File: config.mk
export PLATFORM = sky130hd
export DESIGN_NAME = cordic_arbiter
export DESIGN_NICKNAME = d
export VERILOG_FILES = /design/src/rtl/cordic_arbiter.sv
export SDC_FILE = /design/constraint.sdc
export NUM_CORES = 1
export LEC_CHECK = 0
export CAP_MARGIN = 20
export CORE_MARGIN = 1
export CORE_UTILIZATION = 52
export DETAILED_ROUTE_END_ITERATION = 7
export GPL_ROUTABILITY_DRIVEN = 0
export PLACE_DENSITY_LB_ADDON = 0.05
export SLEW_MARGIN = 10
export SYNTH_ARGS = -nofsm -noshare
export SYNTH_HDL_FRONTEND = slang
export SYNTH_SLANG_ARGS = --single-unit
File: constraint.sdc
create_clock -name clk -period 5.5 [get_ports clk]
set_input_delay 0.825 -clock clk [delete_from_list [all_inputs] [get_ports clk]]
set_output_delay 0.825 -clock clk [all_outputs]
set_load 0.01 [all_outputs]
File: src/rtl/cordic_arbiter.sv
// Two-requester round-robin front end for a shared, non-stalling cosine pipeline.
// Credits reserve a result FIFO slot at accept time, so a tag leaving the pipe always finds room.
module cordic_arbiter #(
  parameter int unsigned LATENCY    = 5,
  parameter int unsigned FIFO_DEPTH = 4
) (
  input  logic        clk,
  input  logic        rst,
  input  logic        req0_valid,
  input  logic [31:0] req0_data,
  output logic        req0_ready,
  input  logic        req1_valid,
  input  logic [31:0] req1_data,
  output logic        req1_ready,
  output logic [31:0] pipe_in,
  input  logic [31:0] pipe_out,
  output logic        res0_valid,
  output logic [31:0] res0_data,
  input  logic        res0_ready,
  output logic        res1_valid,
  output logic [31:0] res1_data,
  input  logic        res1_ready,
  output logic        busy
);

  localparam int unsigned AW        = $clog2(FIFO_DEPTH);
  localparam int unsigned CW        = AW + 1;
  localparam logic [CW:0] DEPTH_LIM = FIFO_DEPTH[CW:0];

  logic [1:0]         req_valid;
  logic [1:0]         res_ready;
  logic [31:0]        req_data [2];

  logic [CW-1:0]      count_q    [2];
  logic [CW-1:0]      count_d    [2];
  logic [CW-1:0]      inflight_q [2];
  logic [CW-1:0]      inflight_d [2];
  logic [AW-1:0]      wptr_q     [2];
  logic [AW-1:0]      wptr_d     [2];
  logic [AW-1:0]      rptr_q     [2];
  logic [AW-1:0]      rptr_d     [2];
  logic [31:0]        mem_q      [2][FIFO_DEPTH];

  logic [LATENCY-1:0] tag_valid_q;
  logic [LATENCY-1:0] tag_valid_d;
  logic [LATENCY-1:0] tag_id_q;
  logic [LATENCY-1:0] tag_id_d;

  logic               ptr_q;
  logic               ptr_d;

  logic [1:0]         eligible;
  logic [1:0]         accept;
  logic [1:0]         push;
  logic [1:0]         pop;
  logic [1:0]         nonempty;
  logic               any_accept;
  logic               grant_id;

  assign req_valid   = {req1_valid, req0_valid};
  assign res_ready   = {res1_ready, res0_ready};
  assign req_data[0] = req0_data;
  assign req_data[1] = req1_data;

  // A requester may issue only while its buffered plus in-flight results leave a free slot.
  always_comb begin
    for (int i = 0; i < 2; i++) begin
      eligible[i] = req_valid[i] &&
                    (({1'b0, count_q[i]} + {1'b0, inflight_q[i]}) < DEPTH_LIM);
      nonempty[i] = (count_q[i] != '0);
    end
  end

  always_comb begin
    any_accept = 1'b0;
    grant_id   = 1'b0;
    if (!rst) begin
      case (eligible)
        2'b01: begin
          any_accept = 1'b1;
          grant_id   = 1'b0;
        end
        2'b10: begin
          any_accept = 1'b1;
          grant_id   = 1'b1;
        end
        2'b11: begin
          any_accept = 1'b1;
          grant_id   = ptr_q;
        end
        default: begin
          any_accept = 1'b0;
          grant_id   = 1'b0;
        end
      endcase
    end
    accept    = 2'b00;
    accept[0] = any_accept & ~grant_id;
    accept[1] = any_accept & grant_id;
    ptr_d     = any_accept ? ~grant_id : ptr_q;
  end

  assign req0_ready = accept[0];
  assign req1_ready = accept[1];
  assign pipe_in    = any_accept ? req_data[grant_id] : 32'h0000_0000;

  // Tags track which requester owns the value currently emerging from the pipeline.
  always_comb begin
    tag_valid_d    = '0;
    tag_id_d       = '0;
    tag_valid_d[0] = any_accept;
    tag_id_d[0]    = grant_id;
    for (int s = 1; s < LATENCY; s++) begin
      tag_valid_d[s] = tag_valid_q[s-1];
      tag_id_d[s]    = tag_id_q[s-1];
    end
  end

  assign push[0] = tag_valid_q[LATENCY-1] & ~tag_id_q[LATENCY-1];
  assign push[1] = tag_valid_q[LATENCY-1] & tag_id_q[LATENCY-1];
  assign pop     = res_ready & nonempty;

  always_comb begin
    for (int i = 0; i < 2; i++) begin
      count_d[i]    = count_q[i];
      inflight_d[i] = inflight_q[i];
      wptr_d[i]     = wptr_q[i] + AW'(push[i]);
      rptr_d[i]     = rptr_q[i] + AW'(pop[i]);
      case ({push[i], pop[i]})
        2'b10:   count_d[i] = count_q[i] + CW'(1);
        2'b01:   count_d[i] = count_q[i] - CW'(1);
        default: count_d[i] = count_q[i];
      endcase
      case ({accept[i], push[i]})
        2'b10:   inflight_d[i] = inflight_q[i] + CW'(1);
        2'b01:   inflight_d[i] = inflight_q[i] - CW'(1);
        default: inflight_d[i] = inflight_q[i];
      endcase
    end
  end

  always_ff @(posedge clk) begin
    if (rst) begin
      tag_valid_q <= '0;
      tag_id_q    <= '0;
      ptr_q       <= 1'b0;
      for (int i = 0; i < 2; i++) begin
        count_q[i]    <= '0;
        inflight_q[i] <= '0;
        wptr_q[i]     <= '0;
        rptr_q[i]     <= '0;
      end
    end else begin
      tag_valid_q <= tag_valid_d;
      tag_id_q    <= tag_id_d;
      ptr_q       <= ptr_d;
      for (int i = 0; i < 2; i++) begin
        count_q[i]    <= count_d[i];
        inflight_q[i] <= inflight_d[i];
        wptr_q[i]     <= wptr_d[i];
        rptr_q[i]     <= rptr_d[i];
      end
    end
  end

  // Storage has no reset; occupancy is governed entirely by the counters above.
  always_ff @(posedge clk) begin
    for (int i = 0; i < 2; i++) begin
      if (!rst && push[i]) begin
        mem_q[i][wptr_q[i]] <= pipe_out;
      end
    end
  end

  assign res0_valid = !rst && nonempty[0];
  assign res1_valid = !rst && nonempty[1];
  assign res0_data  = mem_q[0][rptr_q[0]];
  assign res1_data  = mem_q[1][rptr_q[1]];

  assign busy = !rst && ((inflight_q[0] != '0) || (inflight_q[1] != '0) ||
                         nonempty[0] || nonempty[1]);

endmodule

## Word level (Yosys, flattened, before mapping)

Memories as Yosys holds them, arrays and structs flattened.
Cells that the tools add are included.
W data, S select, Z words.

- Flip-flop bits (word level): 11
- Bits in latches: 0
- Memory bits (writable): 276
- ROM bits: 0
- Bits of input ports: 102
- Output and inout port bits: 101
- Word-level logic and storage cells: 121
- Memories kept: 5

Memory list:

| memory | depth | bits a word | rd ports | clocked after Yosys merged registers in | write ports | line | RTL |
|---|---|---|---|---|---|---|---|
| mem_q | 2 | 128 | 2 | 0 | 1 | 42 | `logic [31:0] mem_q [2][FIFO_DEPTH];` |
| count_q | 2 | 3 | 2 | 0 | 2 | 34 | `logic [CW-1:0] count_q [2];` |
| inflight_q | 2 | 3 | 2 | 0 | 2 | 36 | `logic [CW-1:0] inflight_q [2];` |
| rptr_q | 2 | 2 | 2 | 0 | 2 | 40 | `logic [AW-1:0] rptr_q [2];` |
| wptr_q | 2 | 2 | 2 | 0 | 2 | 38 | `logic [AW-1:0] wptr_q [2];` |

- Add/subtract/negate cells: 14
- Multiply operators: 0
- Div/mod/pow operators: 0
- $lt $le $gt $ge: 9
- Equality and inequality tests: 11
- Shifts and indexed selects: 0
- Mux-type cells: 40
- Bitwise gates (word level): 20
- Reductions and logical operators: 19

Operator list:

| cell | number |
|---|---|
| $mux W128 | 4 |
| $mux W32 | 10 |
| $bmux W32 S2 | 2 |
| $demux W32 S2 | 2 |
| $reduce_or A128 Y1 | 1 |
| $pmux W3 S2 | 4 |
| $add A3 B1 Y3 const B | 4 |
| $eq A2 B2 Y1 const B | 6 |
| $ge A3 B3 Y1 const B | 4 |
| $mux W3 | 4 |
| $not A2 Y3 | 4 |
| $reduce_bool A3 Y1 | 4 |
| $sub A3 B1 Y3 const B | 4 |
| $eq A2 B1 Y1 const B | 5 |
| $logic_and A1 B1 Y1 | 9 |
| $mux W1 | 9 |
| $add A2 B1 Y2 | 4 |
| $add A3 B3 Y4 | 2 |
| $lt A4 B3 Y1 const B | 2 |
| $mux W2 | 4 |
| $or A1 B1 Y1 | 8 |
| $lt A3 B1 Y1 const B | 2 |
| $and A1 B1 Y1 | 4 |
| $logic_or A1 B1 Y1 | 3 |
| other kinds (7) | 8 |

## Longest topological paths before layout

Gate-level depths: netlist of the first run.

- Word-level depth: 11
- Mapped depth: 12
- Depth with buffers taken out: 11

## Worst setup path before layout of the first run

Ideal clock, no wire load.

- Kind: input to register
- From: input port rst
- To: memory mem_q[0][64] (netlist name), enable pin
- Setup time: 0.513 ns
- Data arrival time: 4.459 ns
- Data required time: 4.987 ns
- Path slack: 0.528 ns
- Cell stages on the path: 2
- Buffers on the path: 1
- Cells stage by stage: clkbuf_1 > nor4b_1

- Word-level cells in the longest chain between the ends: 6
- Elaborated cells between the ends (all ways): 10
- Those cells by class: 6 x mux; 4 x reduce/logical

Ends and longest elaborated chain:

| element | line | RTL |
|---|---|---|
| start, declared | 8 | `input logic rst,` |
| $logic_not A1 Y1 * | 169 | `if (!rst && push[i]) begin` |
| $logic_and A1 B1 Y1 | 169 |  |
| $mux W1 | 169 |  |
| $mux W128 (implied by the code) | 170 | `mem_q[i][wptr_q[i]] <= pipe_out;` |
| $reduce_or A128 Y1 (no line) | n/a |  |
| $mux W1 (no line) / $mux W128 (equally long branches) | n/a |  |
| end, declared | 42 |  |

Every way passes the cells marked *; elsewhere a longest branch is shown, timed or not.

## Final worst setup path of the first run

- From: input port req1_valid
- To: output port pipe_in[3]

- Word-level cells in the longest chain between the ends: 9
- Elaborated cells between the ends (all ways): 14
- Those cells by class: 3 x eq/ne; 8 x mux; 1 x bitwise; 2 x reduce/logical

Ends and longest elaborated chain:

| element | line | RTL |
|---|---|---|
| start, declared | 12 | `input logic req1_valid,` |
| $logic_and A1 B1 Y1 * | 68 | `eligible[i] = req_valid[i] &&` |
| $eq A2 B2 Y1 | 78 | `case (eligible)` |
| $pmux W1 S2 | 78 |  |
| $mux W1 | 77 | `if (!rst) begin` |
| $not A1 Y2 (implied by the code) | 105 | `assign pipe_in = any_accept ? req_data[grant_id] : 32'h0000_0000;` |
| $mux W32 (implied by the code) (3 in series) | 105 |  |
| $mux W32 * | 105 |  |
| end, declared | 15 | `output logic [31:0] pipe_in,` |

Every way passes the cells marked *; elsewhere a longest branch is shown, timed or not. The select of a mux whose other input is x is not followed.

==> results.txt, run 1 <==
- Among all cell types in the netlist, the one instantiated most often is sky130_fd_sc_hd__edfxtp_1.
- Max clock buf depth: 3
- The wire-length estimate of the detail-placed layout is 14860 µm.
- The routed design has 22960 µm of wire.
* Flip-flop and latch count after synthesis: 287
* Count of flip-flops with a built-in enable after synthesis: 256
- Fill cells in the final layout number 1349.
- After synthesis, the largest area contributor takes up 69.53% of total cell area.
- Ranked by total cell area, the synthesized netlist is headed by sky130_fd_sc_hd__edfxtp_1, sky130_fd_sc_hd__mux4_2, sky130_fd_sc_hd__dfxtp_1, sky130_fd_sc_hd__a22o_1, sky130_fd_sc_hd__ha_1.
- Setup WS post-layout: 1.497 ns
* Power per cell area: 305.7 nW/µm²
- Clock skew on the completed layout was measured at 0.02229 ns.
* Final hold violation count: 0
* CTS buffer count: 27
- Count of clock tree sinks: 287
* Number of max-cap violations: 0
- Main flop type after synthesis: sky130_fd_sc_hd__edfxtp_1
* Net Sw Power: 845.5 µW
* Crit path launch type: input pin
* Vias: 5885
* Cell Area, Synth: 11060 µm²
* Post-CTS setup buffer count: 0
* Worst VDD drop: 229.6 µV
* Mean Syn Cell Area: 20.63 µm²
- Static timing analysis puts the maximum clock frequency at 249.8 MHz.
- Entering global routing, the biggest net connects 37 pins.
- Post-route antenna net violation count: 0
* H-tree level count: 1
* Starting Density: 53.78%
* Number of antenna violations at the first check in global routing: 5
- Cell internal pwr: 3533 µW
* Number of hold-repair buffers added at the cts stage: 0
- The first global-routing pass estimated 35340 µm of wire.
- Later-pin clock latency in the skew report: 0.54 ns
* Number of I/O port buffers: 202
* Placed standard-cell area: 13450 µm²
- Master cell of the clock root buffer: sky130_fd_sc_hd__clkbuf_16
* Die area: 21850 µm²
- The worst path needs 4.003 ns of the cycle, external delays included.
- Crit path max fanout: 33
- In the finished design, the share of the clock period the worst path needs comes to 72.78%.
* Final routed wire length divided by cell count: 21.92 µm
- CTS tree: done
* Final setup vio count: 0
- Summed over all cells, the static leakage comes to 0.004631 µW.
- Of the total power, the share spent switching nets is 19.31%.
- Measured along the x axis, the die boundary spans 147.8 µm.
- The initialized floorplan defines 52 standard-cell rows.
- Once the clock tree was built, the resizer swapped 0 gates to a different size.
- After detailed routing, the number of vias per cell comes to 5.621.
* Total count of max-transition violations in the final report: 0
* Setup Crit Path Kind: in2out
* Register clock-pin slew on the reported worst setup and hold paths: 0.06 ns
* Commonest cells in the netlist: sky130_fd_sc_hd__edfxtp_1, sky130_fd_sc_hd__mux4_2, sky130_fd_sc_hd__dfxtp_1
* Run status: finished clean
* Kind of capture point of the worst setup path: primary output
- Biggest area consumer among synthesized cells: sky130_fd_sc_hd__edfxtp_1
- Setup repair after global routing missed its margin: no
- Arr. time, crit path: 3.18 ns
- The die is 147.8 µm tall.
- Counting flops with an async set or reset pin after synthesis yields a share of 0%.
- During synthesis, Yosys emitted a total of 0 warnings.
- Detailed router's first-iteration violation count: 246
- For this run, the total global-route usage over all layers was measured as 21.94%.
- The path class of the tightest hold or removal check is reg2reg.
- After routing, the total negative slack on setup checks comes to 0 ns.
* Ratio of cells with drive above 1 in the final layout: 17.34%
- The number of global-route vias before repair is 6508.
* Post-route standard cell area excluding fillers: 14320 µm²
- The number of different library cells used by synthesis comes to 39.
- Iteration count of the initial detailed-routing pass: 4
- Worst Max-Slew Pin Slew: 1.085 ns
- Proportion of power drawn by combinational gates: 5.7%
* Nets in the synthesized netlist: 654
- The total overflow left after global routing is 0.
- Total DRC errors in the routed layout: 0
- For this run, the post-layout net count is 873.
- Sequential power share: 54.6%
- IO Pins: 203
- Data on the critical path is required at its endpoint by 4.68 ns.
- Portion of the post-synthesis area used by sequential elements: 75.14%
- Cell count after synthesis: 536
- Clock power frac: 39.7%
* Worst slew margin relative to its limit: 27.50%
- Relative to the synthesized area, the layout overhead comes to 29.55%.
* Final core utilization: 69.67%
- In this run the standard cell core region covers 20560 µm².
- Prior to clock tree synthesis, the placed netlist has a worst setup slack of 1.487 ns.
[cells in the final DEF (no fill, tap or decap), types with 3 or more instances in the layout]
cell type                         synthesis  final
sky130_fd_sc_hd__or3_1                    4      4
sky130_fd_sc_hd__mux4_2                  64     64
sky130_fd_sc_hd__clkbuf_1                13      8
sky130_fd_sc_hd__xnor2_1                  5      5
sky130_fd_sc_hd__buf_4                    3     11
sky130_fd_sc_hd__edfxtp_1               256    256
sky130_fd_sc_hd__a22o_1                  28     28
sky130_fd_sc_hd__inv_1                   13     13
sky130_fd_sc_hd__clkbuf_16                0     28
sky130_fd_sc_hd__nor2b_1                 15     15
sky130_fd_sc_hd__nor2_1                  25     22
sky130_fd_sc_hd__diode_2                  0      4
sky130_fd_sc_hd__nand2_1                  5      5
sky130_fd_sc_hd__clkinv_2                 0      5
sky130_fd_sc_hd__nor2_4                   0      3
sky130_fd_sc_hd__fa_1                     4      4
sky130_fd_sc_hd__nand3_1                  3      3
sky130_fd_sc_hd__ha_1                    12     12
sky130_fd_sc_hd__xor2_1                   7      7
sky130_fd_sc_hd__clkdlybuf4s50_1          0    202
sky130_fd_sc_hd__o21ai_0                  5      5
sky130_fd_sc_hd__dfxtp_2                  0      4
sky130_fd_sc_hd__a21oi_1                  7      7
sky130_fd_sc_hd__dfxtp_1                 31     27
[worst max-delay path, cell delays in order]
cell and delay, ns:
sky130_fd_sc_hd__clkdlybuf4s50_1 0.46, sky130_fd_sc_hd__nor4b_1 0.30, sky130_fd_sc_hd__nor2b_1 0.38, sky130_fd_sc_hd__o211a_4 0.45, sky130_fd_sc_hd__a22o_1 0.20, sky130_fd_sc_hd__clkdlybuf4s50_1 0.54
[routing by layer]
layer / track usage, % / vias to the layer above / part of all wire [%] / wire length [µm]
li1: - / 2628 / - / -
met1: 26.04 / 3016 / 38 / 8747
met3: 3.735 / 34 / 5.4 / 1242
met4: 7.887 / 0 / 2.5 / 584
met5: 0 / - / 0 / 0
met2: 40.17 / 207 / 54 / 12380
[power groups by stage]
stage | Sequential (µW) | Combinational (µW) | Clock, µW
2_1_floorplan | 2430 | 95.0 | 0
3_3_place_gp | 2440 | 245 | 0
3_5_place_dp | 2440 | 252 | 0
4_1_cts | 2390 | 253 | 1770
5_1_grt | 2390 | 269 | 1850
6_report | 2390 | 251 | 1740
[cells by family (layout without fill, tap and decap cells)]
group,count (synthesis),after routing,share of synthesized area [%]
AND/OR/NAND/NOR,68,68,3.406
multiplexers,65,65,13.13
adder cells (fa/ha/maj),16,16,2.082
XOR/XNOR,12,12,0.9505
flip-flops,287,287,75.14
buffers and inverters,39,276,1.697
other,0,4,0
AO/OA/AOI/OAI,49,49,3.599
[sequential cells by signal, summed over array words and instances, names as in the netlist]
signal / count
rptr_q: 4
ptr_q: 1
tag_id_q: 5
inflight_q: 6
count_q: 6
tag_valid_q: 5
wptr_q: 4
mem_q: 256
[stage by stage]
| stage | total power, µW | std cells | hold WS (ns) |
|---|---|---|---|
| floorplan | 2526 | 536 | 0.4138 |
| global route | 4505 | 1047 | 0.4582 |
| CTS | 4415 | 1040 | 0.4405 |
| finish | 4378 | 1047 | 0.4419 |
| detailed placement | 2689 | 993 | 0.4268 |
| global placement | 2681 | 991 | 0.4197 |
[cell type report]
class / count / area, µm² / share of cell area, %
Timing Repair Buffer: 216 / 2180 / 15.22
Clock buffer: 38 / 758.2 / 5.294
Multi-Input combinational cell: 210 / 2605 / 18.19
Antenna cell: 4 / 10.01 / 0.06988
Sequential cell: 287 / 8313 / 58.04
Clock inverter: 9 / 71.32 / 0.4979
Inverter: 13 / 48.80 / 0.3407
Tap cell: 270 / 337.8 / 2.358
[final timing paths]
check                                     start                       endpoint  slack, ns  cells past startpoint
setup / recovery                     req1_valid                     pipe_in[3]       1.50                      6
setup reg to reg  inflight_q[0][5]$_SDFFE_PP0P_  inflight_q[0][5]$_SDFFE_PP0P_       2.27                     10
hold / removal           tag_id_q[1]$_SDFF_PP0_         tag_id_q[2]$_SDFF_PP0_       0.44                      1
hold reg to reg          tag_id_q[1]$_SDFF_PP0_         tag_id_q[2]$_SDFF_PP0_       0.44                      1
No activity file was read; power rests on OpenSTA's default activity.
==> run 2, diff against run 1 <==
--- a/config.mk
+++ b/config.mk
@@ -7,7 +7,7 @@
 export LEC_CHECK = 0
 export CAP_MARGIN = 20
 export CORE_MARGIN = 1
-export CORE_UTILIZATION = 52
+export CORE_UTILIZATION = 47
 export DETAILED_ROUTE_END_ITERATION = 7
 export GPL_ROUTABILITY_DRIVEN = 0
 export PLACE_DENSITY_LB_ADDON = 0.05
==> constraint.sdc (replaced) <==
create_clock -name clk -period 3.61 [get_ports clk]
set_input_delay 0.5415 -clock clk [delete_from_list [all_inputs] [get_ports clk]]
set_output_delay 0.5415 -clock clk [all_outputs]
set_load 0.01 [all_outputs]
==> run 2 against run 1 <==
Against the previous run:
- count of clock-buffer cells in the layout decreased by 1
- critical path type is now reg2out
- sequential power increased by 52%
- register-to-register slack got worse by 1.8 ns
- largest power group unchanged
==> results.txt, run 2 (synthesis results as in run 1) <==
- The run finished with clean final reports.
- The violation count after the first detailed-routing iteration came to 282 (+15%).
- Width of the die: 155.4 µm (+5.1%)
- Final worst clock skew: 0.03287 ns (+0.01058 ns)
* Register clock-pin slew on the reported worst setup and hold paths: 0.06 ns (about the same)
- The die boundary height came to 155.4 µm (+5.1%).
- The total half-perimeter wirelength after legalization and detailed placement came to 14920 µm (+0.40%).
* Worst hold path stage count: 1 (unchanged)
- Starting Density: 48.40% (-5.4 points)
- The end-of-flow core utilization is 63.86% (-5.8 points).
- Total power: 6888 µW (+57%)
- Kind of path behind the tightest hold check: reg2reg
- The count of input and output buffers was 202 (unchanged).
- STA classifies the critical path startpoint as a flop.
* Setup Crit Path Kind: reg2out
* Switching portion of total power: 19.93% (+0.62 points)
* Reg2reg end: inflight_q[0][5]$_SDFFE_PP0P_
* Vias: 5892 (+0.12%)
- For hold timing, the worst endpoint is tag_valid_q[1]$_SDFF_PP0_.
* Number of antenna violations at the first check in global routing: 1 (-4)
- The tree is rooted in a sky130_fd_sc_hd__clkbuf_16.
* Total DRC errors in the routed layout: 0 (unchanged)
- For this run, the top clock speed supported by timing is 289.6 MHz.
- Leakage component of the power: 0.004988 µW (+7.7%)
* CTS buffer count: 28 (+3.7%)
- Share of the clock period used by the worst path: 95.65%
- The multi-input logic area came to 2631 µm² (+1.0%).
- Wire length of the first global-routing pass: 36090 µm (+2.1%)
- Flip-flop count of the largest register, all copies and words added: 256 (unchanged)
- Accumulated negative setup slack: 0 ns (unchanged)
- FILL cells: 1623 (+20%)
* Net Sw Power: 1373 µW (+62%)
- Core ar.: 22850 µm² (+11%)
- Final hold violation count: 0 (unchanged)
- Worst slew margin relative to its limit: 33.14% (+5.6 points)
* Count of clock tree sinks: 287 (unchanged)
- Setup slack on the worst flop-to-flop path: 0.51 ns (-1.76 ns)
* Kind of capture point of the worst setup path: primary output
- The number of setup violations in the final report was 0 (unchanged).
* Crit Reg-Reg Startpoint: inflight_q[0][5]$_SDFFE_PP0P_
- Number of max-cap violations: 0 (unchanged)
* Cell internal pwr: 5515 µW (+56%)
- The worst voltage drop across the vdd grid came to 397.6 µV (+73%).
- The maximum level of the CTS H-tree came to 1 (unchanged).
* Series of cell instances along the critical path: ha_1 > or4b_4 > a31o_4 > nor3_4 > buf_4 > buf_16 > clkdlybuf4s50_1
- Sequential cell area in the final layout: 8314 µm² (about the same)
* Crit path max fanout: 15 (-55%)
- TritonCTS built the clock tree.
- The final hold slack is 0.4138 ns (-0.02819 ns).
- Number of global-route vias before repair: 6413 (-1.5%)
- The post-layout net count is 885 (+1.4%).
* Die area: 24140 µm² (+10%)
- Setup repair after global routing left no endpoint under its margin.
- Worst-case reg-to-reg path depth: 10 (unchanged)
- The clock latency reported for the late side of the worst-skew pair was 0.56 ns (+0.02 ns).
- The number of placement rows was 55 (+5.8%).
- The total routed wirelength was 23330 µm (+1.6%).
- Power per cell area: 472.1 nW/µm² (+54%)
- Area growth from synthesis to layout: 31.95%
- Worst Max-Slew Pin Slew: 1.003 ns (-0.08182 ns)
* Cell with the largest stage delay on the worst path: sky130_fd_sc_hd__clkdlybuf4s50_1
- Total count of max-transition violations in the final report: 0 (unchanged)
- Setup WS post-layout: 0.1570 ns (-1.340 ns)
* Arr. time, crit path: 2.91 ns (-0.27 ns)
* Post-route antenna net violation count: 0 (unchanged)
* Leading cell type in the layout, fill and taps excluded: sky130_fd_sc_hd__edfxtp_1
- Sequential power share: 52.8% (-1.8 points)
- The delay of the slowest cell on the worst path was 0.54 ns (about the same).
* Start point of the worst hold path: tag_valid_q[0]$_SDFF_PP0_
* Max clock buf depth: 3 (unchanged)
* Iteration count of the initial detailed-routing pass: 4 (unchanged)
- The average routed wire per standard cell came to 21.15 µm (-3.5%).
* Pin count of the biggest net entering global routing: 34 (-8.1%)
- Ratio of cells with drive above 1 in the final layout: 19.01% (+1.7 points)
- Worst slack, placed: 0.1723 ns (-1.315 ns)
- The total overflow reported by the global router was 0 (unchanged).
- Fin crit period: 3.453 ns
- The boundary pin count was 203 (unchanged).
- Commonest cells after routing, fill and taps aside: sky130_fd_sc_hd__edfxtp_1, sky130_fd_sc_hd__clkdlybuf4s50_1, sky130_fd_sc_hd__mux4_2, sky130_fd_sc_hd__a22o_1, sky130_fd_sc_hd__clkbuf_16
* Clock power frac: 41.5% (+1.8 points)
* Proportion of power drawn by combinational gates: 5.7% (about the same)
* Crit path required time: 3.07 ns (-1.61 ns)
* Number of hold-repair buffers added at the cts stage: 0 (unchanged)
* Mean number of vias per cell: 5.342 (-5.0%)
* All-Layer GR Usage: 19.79% (-2.1 points)
-- run 2: worst max path at each step --
stage | endpoint | slack [ns] | start
5_1_grt | req0_ready | 0.05 | inflight_q[0][2]$_SDFFE_PP0P_
6_report | req0_ready | 0.16 | count_q[0][2]$_SDFFE_PP0P_
3_5_place_dp | inflight_q[0][5]$_SDFFE_PP0P_ | 0.17 | req1_valid
2_1_floorplan | mem_q[0][100]$_DFFE_PP_ | 0.51 | rst
4_1_cts | pipe_in[30] | 0.0006 | count_q[0][2]$_SDFFE_PP0P_
3_3_place_gp | inflight_q[0][5]$_SDFFE_PP0P_ | 0.28 | req1_valid
-- run 2: per-stage QoR --
stage,instances,cell area (µm²)
floorplan,536,11080
global placement,1047,13610
detailed placement,1047,13610
CTS,1102,14550
global route,1102,14590
finish,1103,14590
-- run 2: what timing repair did --
action / 4_1_cts / 5_1_grt
setup buffers: 2 / 0
endpoints found under the hold margin: 0 / 0
cloned: 1 / 0
resized for setup: 18 / 14
setup endpoints to repair: 30 / 14
-- run 2: worst max-delay path: cells and delay by family, from the launching register on --
kind	cells	cell delay, ns
buffers and inverters	3	0.84
AND/OR/NAND/NOR	2	0.64
flip-flops	1	0.34
adder cells (fa/ha/maj)	1	0.28
AO/OA/AOI/OAI	1	0.25
-- run 2: metal layers --
metal  wire length (µm)  track usage, %  up-vias
li1                   -               -     2652
met1               9638           25.63     3029
met2              12050           34.76      179
met3               1195           3.565       32
met4                444           4.715        0
met5                  0               0        -
-- run 2: power by group through the flow --
stage | clock [µW] | combinational (µW) | sequential [µW]
2_1_floorplan | 0 | 145 | 3700
3_3_place_gp | 0 | 385 | 3710
3_5_place_dp | 0 | 399 | 3710
4_1_cts | 2920 | 399 | 3640
5_1_grt | 3040 | 420 | 3640
6_report | 2860 | 392 | 3640
-- run 2: final cells by class --
type	instances	area share [%]
antenna	1	0.01715
clock buffer	37	5.034
clock inverter	15	1.261
inverter	13	0.3345
multi-input combinational	210	18.04
sequential	287	56.99
tap	313	2.684
timing repair buffer	227	15.64
